[src/rtl/uart_rx_param.sv]
// Oversampling UART receiver with configurable bit period, word length and stop bits.
// Optional parity check is built when UART_RX_PARITY_EN is defined.
module uart_rx_param #(
  parameter int CLKS_PER_BIT = 16,
  parameter int DATA_BITS    = 8,
  parameter int STOP_BITS    = 1,
  parameter int PARITY_ODD   = 0,
  parameter int SYNC_STAGES  = 2
) (
  input  logic                 clk,
  input  logic                 rst,
  input  logic                 rxd,
  output logic [DATA_BITS-1:0] data,
  output logic                 data_valid,
  input  logic                 data_ready,
  output logic                 framing_err,
  output logic                 parity_err,
  output logic                 overrun_err,
  output logic                 busy
);

  localparam int CNT_W = $clog2(CLKS_PER_BIT);
  localparam int IDX_W = $clog2(DATA_BITS + 1);
  localparam logic [CNT_W-1:0] HALF_M1   = CNT_W'(CLKS_PER_BIT / 2 - 1);
  localparam logic [CNT_W-1:0] FULL_M1   = CNT_W'(CLKS_PER_BIT - 1);
  localparam logic [IDX_W-1:0] LAST_DATA = IDX_W'(DATA_BITS - 1);
  localparam logic [IDX_W-1:0] LAST_STOP = IDX_W'(STOP_BITS - 1);

  if (CLKS_PER_BIT < 4 || (CLKS_PER_BIT % 2) != 0 || DATA_BITS < 5 || DATA_BITS > 9 ||
      STOP_BITS < 1 || STOP_BITS > 2 || PARITY_ODD < 0 || PARITY_ODD > 1 ||
      SYNC_STAGES < 2) begin : g_bad_param
    $error("uart_rx_param: illegal parameter combination");
  end

  typedef enum logic [2:0] {
    S_IDLE,
    S_START,
    S_DATA,
`ifdef UART_RX_PARITY_EN
    S_PARITY,
`endif
    S_STOP
  } state_t;

  state_t                 state_q;
  logic [SYNC_STAGES-1:0] sync_q;
  logic [SYNC_STAGES-1:0] sync_vld_q;
  logic [CNT_W-1:0]       cnt_q;
  logic [IDX_W-1:0]       idx_q;
  logic [DATA_BITS-1:0]   shift_q;
  logic                   ferr_q;
  logic                   armed_q;
  logic [DATA_BITS-1:0]   data_q;
  logic                   data_valid_q;
  logic                   framing_err_q;
  logic                   parity_err_q;
  logic                   overrun_err_q;
  logic                   busy_q;
`ifdef UART_RX_PARITY_EN
  logic                   perr_q;
  logic                   par_exp_d;
`endif

  logic rxs;
  logic rxs_vld;
  logic tick_half_d;
  logic tick_full_d;
  logic ferr_d;
  logic load_d;

  // sync_vld_q marks when rxs carries a real line sample rather than the reset
  // value, so a line held low through reset can never arm the receiver.
  always_ff @(posedge clk) begin
    if (rst) begin
      sync_q     <= '1;
      sync_vld_q <= '0;
    end else begin
      sync_q     <= {sync_q[SYNC_STAGES-2:0], rxd};
      sync_vld_q <= {sync_vld_q[SYNC_STAGES-2:0], 1'b1};
    end
  end

  assign rxs         = sync_q[SYNC_STAGES-1];
  assign rxs_vld     = sync_vld_q[SYNC_STAGES-1];
  assign tick_half_d = (cnt_q == HALF_M1);
  assign tick_full_d = (cnt_q == FULL_M1);
  assign ferr_d      = ferr_q | ~rxs;
  assign load_d      = ~data_valid_q | data_ready;
`ifdef UART_RX_PARITY_EN
  assign par_exp_d   = (^shift_q) ^ 1'(PARITY_ODD);
`endif

  always_ff @(posedge clk) begin
    if (rst) begin
      state_q       <= S_IDLE;
      cnt_q         <= '0;
      idx_q         <= '0;
      shift_q       <= '0;
      ferr_q        <= 1'b0;
      armed_q       <= 1'b0;
      data_q        <= '0;
      data_valid_q  <= 1'b0;
      framing_err_q <= 1'b0;
      parity_err_q  <= 1'b0;
      overrun_err_q <= 1'b0;
      busy_q        <= 1'b0;
`ifdef UART_RX_PARITY_EN
      perr_q        <= 1'b0;
`endif
    end else begin
      overrun_err_q <= 1'b0;
      if (data_valid_q && data_ready) data_valid_q <= 1'b0;
      if (rxs && rxs_vld) armed_q <= 1'b1;

      case (state_q)
        S_IDLE: begin
          if (armed_q && !rxs) begin
            cnt_q   <= '0;
            idx_q   <= '0;
            ferr_q  <= 1'b0;
`ifdef UART_RX_PARITY_EN
            perr_q  <= 1'b0;
`endif
            state_q <= S_START;
            busy_q  <= 1'b1;
          end
        end

        S_START: begin
          if (tick_half_d) begin
            cnt_q <= '0;
            if (rxs) begin
              state_q <= S_IDLE;
              busy_q  <= 1'b0;
            end else begin
              state_q <= S_DATA;
            end
          end else begin
            cnt_q <= cnt_q + 1'b1;
          end
        end

        S_DATA: begin
          if (tick_full_d) begin
            cnt_q   <= '0;
            shift_q <= {rxs, shift_q[DATA_BITS-1:1]};
            if (idx_q == LAST_DATA) begin
              idx_q   <= '0;
`ifdef UART_RX_PARITY_EN
              state_q <= S_PARITY;
`else
              state_q <= S_STOP;
`endif
            end else begin
              idx_q <= idx_q + 1'b1;
            end
          end else begin
            cnt_q <= cnt_q + 1'b1;
          end
        end

`ifdef UART_RX_PARITY_EN
        S_PARITY: begin
          if (tick_full_d) begin
            cnt_q   <= '0;
            perr_q  <= (rxs != par_exp_d);
            state_q <= S_STOP;
          end else begin
            cnt_q <= cnt_q + 1'b1;
          end
        end
`endif

        S_STOP: begin
          if (tick_full_d) begin
            cnt_q  <= '0;
            ferr_q <= ferr_d;
            if (idx_q == LAST_STOP) begin
              // Commit at mid stop bit so a back-to-back start bit is still caught.
              idx_q   <= '0;
              state_q <= S_IDLE;
              busy_q  <= 1'b0;
              if (ferr_d) armed_q <= 1'b0;
              if (load_d) begin
                data_q        <= shift_q;
                framing_err_q <= ferr_d;
`ifdef UART_RX_PARITY_EN
                parity_err_q  <= perr_q;
`else
                parity_err_q  <= 1'b0;
`endif
                data_valid_q  <= 1'b1;
              end else begin
                overrun_err_q <= 1'b1;
              end
            end else begin
              idx_q <= idx_q + 1'b1;
            end
          end else begin
            cnt_q <= cnt_q + 1'b1;
          end
        end

        default: begin
          state_q <= S_IDLE;
          busy_q  <= 1'b0;
        end
      endcase
    end
  end

  assign data        = data_q;
  assign data_valid  = data_valid_q;
  assign framing_err = framing_err_q;
  assign parity_err  = parity_err_q;
  assign overrun_err = overrun_err_q;
  assign busy        = busy_q;

endmodule
[config.mk]
export PLATFORM = sky130hd
export DESIGN_NAME = uart_rx_param
export DESIGN_NICKNAME = d
export VERILOG_FILES = /design/src/rtl/uart_rx_param.sv
export SDC_FILE = /design/constraint.sdc
export NUM_CORES = 1
export LEC_CHECK = 0
export BUFFER_PORTS_ARGS = -buffer_cell sky130_fd_sc_hd__buf_2
export CAP_MARGIN = 20
export CORE_ASPECT_RATIO = 0.9
export CORE_MARGIN = 3
export CORE_UTILIZATION = 56
export CTS_CLUSTER_DIAMETER = 150
export CTS_CLUSTER_SIZE = 12
export DETAILED_ROUTE_END_ITERATION = 16
export PLACE_DENSITY_LB_ADDON = 0.25
export SYNTH_ARGS = -nofsm -noshare
export SYNTH_HDL_FRONTEND = slang
export SYNTH_SLANG_ARGS = --single-unit
[constraint.sdc]
create_clock -name clk -period 2.2 [get_ports clk]
set_clock_uncertainty 0.2 [all_clocks]
set_input_delay 0.11 -clock clk [delete_from_list [all_inputs] [get_ports clk]]
set_output_delay 0.11 -clock clk [all_outputs]
set_load 0.05 [all_outputs]
=== Word-level counts from Yosys, hierarchy flattened ===
Cells that the tools add are included.

* Bits in registers: 37
* Input port bits: 4
* Output and inout bits: 13

* Add/sub/neg operators: 2
* Equality and inequality tests: 13
* Multiplexer cells: 38
* Bitwise gates (word level): 8
* Reductions and logical operators: 18

{| class="wikitable"
|+ Operators by type and width
! cell !! number
|-
| two-way mux 4 bit || 7
|-
| case mux 4 bit (3 select lines) || 2
|-
| two-way mux 1 bit || 19
|-
| two-way mux 3 bit || 6
|-
| != test 2 bit, second input constant || 7
|-
| case mux 3 bit (4 select lines) || 1
|-
| AND reduction 6 bit || 2
|-
| adder 4 x 1 -> 4 bit, second input constant || 2
|-
| equality test 4 x 3 -> 1 bit, second input constant || 2
|-
| AND reduction 4 bit || 2
|-
| equality test 3 x 2 -> 1 bit, second input constant || 2
|-
| NOT 1 bit || 6
|-
| nonzero test 3 bit || 2
|-
| equality test 4 bit, second input constant || 1
|-
| logical NOT 4 bit || 1
|-
| case mux 1 bit (4 select lines) || 1
|-
| AND reduction 2 bit || 2
|-
| OR reduction 4 bit || 1
|-
| equality test 3 x 1 -> 1 bit, second input constant || 1
|-
| logical AND 1 bit || 3
|-
| logical NOT 3 bit || 1
|-
| AND reduction 3 bit || 1
|-
| two-way mux 2 bit || 1
|-
| bitwise OR 1 bit || 2
|-
| other kinds (4) || 4
|}

=== Logic depth before layout (Yosys ltp) ===
Gate-level depths: netlist of run 1.

* Depth after elaboration: 6
* Gate-level depth with buffers: 7
* Depth with buffers taken out: 6

=== Worst setup path after synthesis of run 1 ===
No wires, ideal clock.

* Path type: flip-flop to flip-flop
* Start point: register cnt_q[0]
* End point: register data_q[7] (netlist: data[7])
* Library setup time: 128 ps
* Arrival time: 1381 ps
* Required time: 1872 ps
* Setup slack: 491 ps
* Stages on the path, launching flop included: 8
* Period minus slack after synthesis: 1709 ps
* Path through: dfxtp_1 > ha_1 > and4_1 > buf_4 > nand3_1 > buf_4 > mux2i_1 > nor2_1

* Cells in the longest elaborated chain, start to end: 2

{| class="wikitable"
|+ RTL lines
! what !! RTL line !! text
|-
| from (decl) || 48 || <nowiki>logic [CNT_W-1:0] cnt_q;</nowiki>
|-
| from (signal assigned) || 139 || <nowiki>cnt_q <= cnt_q + 1'b1;</nowiki>
|-
| from (signal assigned) || 158 || <nowiki>cnt_q <= cnt_q + 1'b1;</nowiki>
|-
| from (signal assigned) || 200 || <nowiki>cnt_q <= cnt_q + 1'b1;</nowiki>
|-
| equality test 4 bit || 86 || <nowiki>assign tick_full_d = (cnt_q == FULL_M1);</nowiki>
|-
| AND reduction 4 bit (no line) || - ||
|-
| to (signal assigned) || 185 || <nowiki>data_q <= shift_q;</nowiki>
|-
| to (decl) || 53 || <nowiki>logic [DATA_BITS-1:0] data_q;</nowiki>
|}

Every way passes these cells.
A chain may end at the register's enable or synchronous reset.

=== Final worst setup path of run 1 ===
* Start point: register cnt_q[0]
* End point: register state_q[0]

* Cells in the longest elaborated chain, start to end: 3

{| class="wikitable"
|+ RTL lines
! what !! RTL line !! text
|-
| equality test 4 bit / equality test 4 x 3 -> 1 bit (equally long branches) || 86, 85 ||
|-
| != test 2 bit (no line) || - ||
|-
| AND reduction 6 bit (no line) (*) || - ||
|-
| to (signal assigned) || 95 || <nowiki>state_q <= S_IDLE;</nowiki>
|-
| to (signal assigned) || 124 || <nowiki>state_q <= S_START;</nowiki>
|-
| to (signal assigned) || 133 || <nowiki>state_q <= S_IDLE;</nowiki>
|-
| to (decl) || 45 || <nowiki>state_t state_q;</nowiki>
|}

Every way passes the cells marked *; elsewhere a longest branch is shown, timed or not.

==> impl_results.md, run 1 <==
- Outcome: finished clean
- FF+latch count, synth: 36
- Hold_ws: between 0.04 and 0.05 ns
- Total track usage: a little under a fifth
- Clk slew on worst S/H paths: approximately 0.10 ns
- Std cell rows: 17
- Port buffer count: 15
- Register area share after synthesis: 48.2%
- Kind of critical path: flop to flop
- Nets@finish: 190
- Worst Setup End Kind: flop
- Clock latency on the worst-skew pair: 0.32 ns
- Largest net degree at the start of global routing: 38
- Max Cap Viol: 0
- Warnings from Yosys: 0
- Worst setup SP type: flop
- Area grow syn2layout: 9.12%
- FMAX: just over 0.5 GHz
- First-pass GRT wire length: ~4500 um
- Post-DR wirelength/cell: ~13 um
- RD Place Congestion: 0.784
- Synth cell types: 38
- Via density: 5.60
- RSZ-0062 raised after global routing: false
- Post-DP HPWL: 1950 um
- Die width: 60.5 um
- Crit path max fanout: 8
- Utilization after layout: 65.6%
- DRC: 0
- Design Area, Final: 0.00163 mm2
- Tot Pwr: 1.03 mW
- Layout cells sized above 1: 17.5%
- Crit Reg-Reg Startpoint: cnt_q[0]
- Prevailing post-synth register cell: dfxtp_1
- Crit share post-route: about nine tenths
- Drt total wl: 2770 um
- Maximum vdd ir drop: 498 uV
- Die H: 55.0 um
- Core area: 0.00249 mm2
- Root Buffer: clkbuf_4
- Worst hold-check path type: input port to flop
- Gate Count Post-Synth: 167
- Min Tclk post-route: 1.96 ns
- Final Max Tran Viols: 0
- Post-synth EDFFs: 0
- Setup Buffers After CTS: 0
- Grt total ovfl: 0
- Setup crit start: cnt_q[0]
- First drt pass iteration count: 4
- Clock sink count: 36
- Total leakage power: just under 0.7 nW
- DRC marker count from the first detailed-route iteration: 53
- Setup TNS: 0 ns
- Pwr Density: 629 mW/mm2
- CTS tree: yes
- Routed vias: 1182
- Initial Utilization: approximately 60%
- Ant. Diodes: 0
- FFs w/ async S/R, synth: 0%
- Hold_sp: rst
- I/O pins: 17
- Worst rel slew slack: 58.6%
- Syn Area/Cell: 8.95 um2
- Antenna violations before repair: 0
- Vias in the first global route: 995
- DIE AREA: 0.00333 mm2
- Clock Tree Buf Depth: 2
- CTS H-tree lvls: 2
- Fillers: 225
- Area of the mapped netlist: 0.00150 mm2
- CTS Buf Count: 5
- CP required: approximately 2.2 ns
- Critical Path AT: 2.00 ns
- Final ANT Viol Nets: 0
- Area after DPL: 0.00157 mm2
- Hold Vio Cnt, Final: 0
- Slew @ Worst Pin: 0.621 ns
- Final setup viols: 0
- Mapped Nets: 174
==> layer usage <==
metal  global-route usage [%]  up-vias  part of all wire (%)
li1                         -      609                     -
met3                     5.10        6                   3.9
met1                     23.4      550                    49
met5                        0        -                     0
met2                     28.6       17                    46
met4                     7.58        0                   1.3
==> layout by cell type (no fill, tap or decap), types with 2 or more instances in the layout <==
master and instances:
ha_1 3, nand3_1 5, nand4_1 2, buf_4 3
or2_2 2, nor3_1 3, buf_2 15, nand2b_1 2
or4_1 2, nand2_1 16, dfxtp_1 36, mux2i_1 9
a21oi_1 20, inv_1 4, nor2_1 16, o21ai_1 12
nor2_2 2, dlygate4sd3_1 2, nor2b_1 5, clkbuf_4 5
==> power by group <==
part | switching [mW] | total [mW] | internal [mW]
sequential | 0.00607 | 0.665 | 0.659
combinational | 0.0313 | 0.0454 | 0.0141
clock | 0.197 | 0.315 | 0.118
total | 0.235 | 1.03 | 0.791
==> repair_timing <==
action / CTS / global route
resized for setup: 0 / 0
endpoints found under the hold margin: 3 / 0
hold buffers: 2 / 0
==> kinds of logic (layout without fill, tap and decap cells) <==
kind of cell,count (synthesis),in the layout,synth area share (%)
buffers and inverters,15,31,5.19
adder cells (fa/ha/maj),3,3,2.51
flip-flops,36,36,48.2
multiplexers,10,10,6.78
other,1,1,0.251
AO/OA/AOI/OAI,38,38,14.0
AND/OR/NAND/NOR,64,64,23.1
==> path summary, 6_finish.rpt <==
check / to / cells past startpoint / slack [ns]
max: state_q[0] / 5 / 0.24
min: sync_vld_q[0] / 2 / 0.04
max reg2reg: state_q[0] / 5 / 0.24
min reg2reg: sync_q[1] / 1 / 0.24
==> state kept, by name, indices dropped and copies added (netlist names) <==
register     flops
armed_q          1
busy             1
cnt_q            4
data             8
data_valid       1
ferr_q           1
framing_err      1
idx_q            4
overrun_err      1
shift_q          8
state_q          2
sync_q           2
sync_vld_q       2
==> final cells by class <==
cell class	count	area, um2	share of cell area (%)
flip-flops and latches	36	721	44.2
multi-input cells	116	697	42.7
repair buffers	20	118	7.21
clock buffers	6	41.3	2.53
well taps	28	35.0	2.15
inverters	4	15.0	0.920
clock inverters	1	5.00	0.307
==> critical path, cell delays in order (launching register included) <==
cell and delay, ns:
dfxtp_1 0.39, ha_1 0.26, and4_1 0.41, a21oi_2 0.13, mux2_2 0.30, nor4_2 0.20
==> synthesized netlist by cell type, types with 2 or more instances <==
master,count,area [um2]
nor2_2,2,12.5
nand2b_1,2,12.5
nor2b_1,5,31.3
o21ai_1,12,60.1
buf_1,2,7.51
buf_2,2,10.0
nand3_1,5,25.0
clkbuf_1,3,11.3
nand2_1,16,60.1
dfxtp_1,36,721
mux2i_1,9,90.1
a21oi_1,20,100
inv_1,4,15.0
or4_1,2,15.0
ha_1,3,37.5
or2_2,2,12.5
buf_4,3,22.5
nor3_1,3,15.0
nor2_1,16,60.1
nand4_1,2,12.5
==> metrics by stage <==
stage                     setup WS [ns]  cells
after detailed placement          0.262    202
after global routing              0.111    211
after global placement            0.342    202
after floorplan                   0.491    167
final                             0.241    211
after CTS                         0.239    211
Power figures use the tool's default switching activity.
==> inputs of run 2 (changes only) <==
--- a/config.mk
+++ b/config.mk
@@ -7,9 +7,10 @@
 export LEC_CHECK = 0
 export BUFFER_PORTS_ARGS = -buffer_cell sky130_fd_sc_hd__buf_2
 export CAP_MARGIN = 20
+export CELL_PAD_IN_SITES_DETAIL_PLACEMENT = 0
+export CELL_PAD_IN_SITES_GLOBAL_PLACEMENT = 1
 export CORE_ASPECT_RATIO = 0.9
-export CORE_MARGIN = 3
-export CORE_UTILIZATION = 56
+export CORE_UTILIZATION = 43
 export CTS_CLUSTER_DIAMETER = 150
 export CTS_CLUSTER_SIZE = 12
 export DETAILED_ROUTE_END_ITERATION = 16
==> impl_results.md, run 2 (synthesis gave the netlist of run 1 again) <==
- Outcome: finished clean
- CTS Buf Count: 5
- Nets@finish: 193
- Worst hold-check path type: input port to flop
- Maximum vdd ir drop: 488 uV
- Total leakage power: just over 0.7 nW
- CTS tree: yes
- DRC marker count from the first detailed-route iteration: 88
- Fillers: 331
- Via density: 5.28
- Setup Buffers After CTS: 0
- Hold Vio Cnt, Final: 0
- Vias in the first global route: 1077
- Std cell rows: 19
- Final setup viols: 0
- First drt pass iteration count: 4
- RD Place Congestion: between 0.8 and 0.9
- CP required: between 2 and 2.5 ns
- Final ANT Viol Nets: 0
- I/O pins: 17
- Hold_ws: 0.00700 ns
- Kind of critical path: flop to flop
- Final worst slack: 0.285 ns
- Post-Layout Cell Count: 228
- Crit path max fanout: 9
- Critical Path AT: 1.88 ns
- Clock Tree Buf Depth: 2
- Post-DP HPWL: 1940 um
- Dpl cells: 219
- Worst Setup End Kind: flop
- Antenna violations before repair: 0
- Routed vias: 1204
- Final Max Tran Viols: 0
- Multi-input gate area: 697 um2
- Total track usage: 17.8%
- Area after DPL: about 0.0016 mm2
- Commonest non-fill, non-tap cell in the layout: dfxtp_1
- Commonest non-fill, non-tap cells in the layout: 36 x dfxtp_1, 20 x a21oi_1, 16 x nor2_1, 16 x nand2_1, 15 x buf_2
- RSZ-0062 raised after global routing: false
- DIE AREA: approximately 0.0037 mm2
- Die H: 57.9 um
- Die width: around 64 um
- DRC: 0
- Setup TNS: 0 ns
- FMAX: between 0.5 and 0.6 GHz
- Drt total wl: 2880 um
- Pre-CTS setup slack: ~0.32 ns
- Core area: 0.00319 mm2
- Design Area, Final: 0.00170 mm2
- Area grow syn2layout: 13.9%
- Layout cells sized above 1: around a fifth
- Grt total ovfl: 0
- Sequential cell area: 721 um2
- Clk slew on worst S/H paths: ~0.07 ns
- Initial Utilization: 46.9%
- Min Tclk post-route: 1.92 ns
- CTS H-tree lvls: 2
- Utilization after layout: 53.5%
- Tot Pwr: 1.15 mW
- Pwr Density: 673 mW/mm2
- Worst setup SP type: flop
- Port buffer count: 15
- Reg2reg setup slack: 0.28 ns
- Post-DR wirelength/cell: between 10 and 15 um
- First-pass GRT wire length: 4940 um
- Post-cts gate resize count: 0
- Crit share post-route: roughly 87%
- Ant. Diodes: 0
- Max Cap Viol: 0
- Clock sink count: 36
- Clock latency on the worst-skew pair: 0.29 ns
- Root Buffer: clkbuf_8
- Largest net degree at the start of global routing: 20
[run 2: changes by cell type in the layout (fill, tap and decap cells not counted)]
cell      previous run  this run
clkbuf_4             5         0
buf_4                3         6
clkbuf_8             0         5
[run 2: path summary, 6_finish.rpt]
| path | from | to | depth (start not counted) |
|---|---|---|---|
| max | cnt_q[0] | data[5] | 6 |
| min | rst | data[4] | 2 |
| min reg2reg | sync_q[0] | sync_q[1] | 1 |
| max reg2reg | cnt_q[0] | data[5] | 6 |
[run 2: what timing repair did]
item	CTS	global route
endpoints found under the hold margin	3	0
endpoints found under the setup margin	0	0
hold buffers	2	0
[run 2: final cells by class]
type,count,area share [%]
clock buffer,6,4.26
clock inverter,1,0.294
inverter,4,0.882
multi-input combinational,116,40.9
sequential,36,42.3
tap,42,3.09
timing repair buffer,23,8.23
[run 2: critical path: stages (launching register included)]
cell and delay [ns]:
dfxtp_1 0.37, ha_1 0.26, and4_1 0.40, nand3_1 0.12
buf_4 0.21, mux2i_1 0.15, nor2_1 0.06
[run 2: power breakdown]
| group | switching (mW) | internal [mW] | leakage, nW |
|---|---|---|---|
| logic | 0.0329 | 0.0157 | 0.372 |
| clock network | 0.217 | 0.215 | 0.0410 |
| registers | 0.00536 | 0.660 | 0.291 |
| total | 0.255 | 0.890 | 0.705 |
[run 2: routing by layer]
layer / up-vias / GRT usage, % / part of all wire (%)
met3: 6 / 6.50 / 5.1
li1: 613 / - / -
met4: 0 / 6.67 / 1.5
met1: 562 / 23.4 / 50
met5: - / 0 / 0
met2: 23 / 26.7 / 44
==> inputs of run 3 (changes only) <==
--- a/config.mk
+++ b/config.mk
@@ -14,6 +14,7 @@
 export CTS_CLUSTER_DIAMETER = 150
 export CTS_CLUSTER_SIZE = 12
 export DETAILED_ROUTE_END_ITERATION = 16
+export MAX_ROUTING_LAYER = met4
 export PLACE_DENSITY_LB_ADDON = 0.25
 export SYNTH_ARGS = -nofsm -noshare
 export SYNTH_HDL_FRONTEND = slang
==> impl_results.md, run 3 (synthesis gave the netlist of run 1 again) <==
- Layout cells sized above 1: 18.8%
- Worst Setup End Kind: flop
- Root Buffer: clkbuf_8
- GR Layer Usage met2: 26.7%
- Dpl cells: 219
- Largest net degree at the start of global routing: 20
- DRC: 0
- Setup TNS: 0 ns
- FMAX: 0.522 GHz
- Nets@finish: ~190
- Crit path max fanout: 9
- Clock Tree Buf Depth: 2
- Buf+Inv Stages, Crit Path: 1
- RD Place Congestion: ~0.85
- Delay-heaviest family, CP: simple AND/OR/NAND/NOR gates
- Commonest non-fill, non-tap cells in the layout: 36 x dfxtp_1, 20 x a21oi_1, 16 x nor2_1, 16 x nand2_1, 15 x buf_2
- Commonest non-fill, non-tap cell in the layout: dfxtp_1
- Critical Path AT: between 1.5 and 2 ns
- CP required: about 2.2 ns
- RSZ-0062 raised after global routing: false
- CTS tree: yes
- Outcome: finished clean
- Via density: 5.28
- Final Max Tran Viols: 0
- Std cell rows: 19
- Routed vias: 1204
- Pre-CTS setup slack: 0.325 ns
- Final setup viols: 0
- Clock latency on the worst-skew pair: just under 0.3 ns
- CP max stage delay: 0.40 ns
- Total leakage power: 0.705 nW
- Final worst slack: 0.285 ns
- Critical path, cell by cell: ha_1 > and4_1 > nand3_1 > buf_4 > mux2i_1 > nor2_1
- CTS H-tree lvls: 2
- Met3 usage in global routing: roughly 6.5%
- Drt total wl: between 2000 and 3000 um
- Tot Pwr: around 1.1 mW
- Die width: 64.2 um
- Worst hold-check path type: input port to flop
- Grt total ovfl: 0
- Die H: 57.9 um
- CTS Buf Count: 5
- Clk slew on worst S/H paths: 0.07 ns
- Post-DR wirelength/cell: 12.6 um
- DRC marker count from the first detailed-route iteration: 85
- Antenna violations before repair: 0
- Post-Layout Cell Count: 228
- Core area: 0.00319 mm2
- Gr busiest metal: met2
- Clock sink count: 36
- Design Area, Final: 0.00170 mm2
- Pwr Density: 673 mW/mm2
- I/O pins: 17
- Vias in the first global route: between 1000 and 1500
- Port buffer count: 15
- Area grow syn2layout: 13.9%
- Setup Buffers After CTS: 0
- Slowest CP cell: and4_1
- Final ANT Viol Nets: 0
- Min Tclk post-route: 1.92 ns
- Worst setup SP type: flop
- First drt pass iteration count: 4
- Crit share post-route: roughly 87%
- Total track usage: a little under a fifth
- Met1 GRT Util: between 20% and 30%
- Ant. Diodes: 0
- DIE AREA: 0.00372 mm2
- Maximum vdd ir drop: a little under 500 uV
- First-pass GRT wire length: between 4000 and 5000 um
- Max Cap Viol: 0
- Area after DPL: around 0.0016 mm2
- Initial Utilization: between 40% and 50%
- Hold Vio Cnt, Final: 0
- Post-DP HPWL: ~1900 um
- Kind of critical path: flop to flop
-- run 3: metrics by stage --
step           hold WS [ns]  utilization, %
5_1_grt              0.0255            53.5
2_1_floorplan        0.0138               -
6_report            0.00683            53.5
3_5_place_dp         0.0997            50.4
3_3_place_gp         0.0954            50.4
4_1_cts              0.0118            53.5
-- run 3: layout make-up --
| class | count | area (um2) |
|---|---|---|
| fill | 331 | 1480 |
| tap | 42 | 52.6 |
| clock buffer | 6 | 72.6 |
| timing repair buffer | 23 | 140 |
| inverter | 4 | 15.0 |
| sequential | 36 | 721 |
| multi-input combinational | 116 | 697 |
| clock inverter | 1 | 5.00 |
-- run 3: path summary, 6_finish.rpt --
check / cells after the start / start / slack, ns / to
setup / recovery: 6 / cnt_q[0] / 0.28 / data[5]
hold / removal: 2 / rst / 0.007 / data[4]
setup reg to reg: 6 / cnt_q[0] / 0.28 / data[5]
hold reg to reg: 1 / sync_q[0] / 0.22 / sync_q[1]
-- run 3: routing by layer --
metal	wire, um	share of wire (%)	vias up
met5	0	0	-
met4	38	1.3	0
met3	146	5.1	6
met1	1440	50	562
met2	1260	44	23
li1	-	-	613
-- run 3: power breakdown --
part	switching (mW)	internal, mW
Sequential	0.00536	0.660
Clock	0.217	0.215
Combinational	0.0329	0.0157
Total	0.255	0.890
-- run 3: what timing repair did --
item | in CTS | in global routing
setup endpoints to repair | 0 | 0
hold buffers | 2 | 0
gates resized for setup | 0 | 0
hold endpoints to repair | 3 | 0
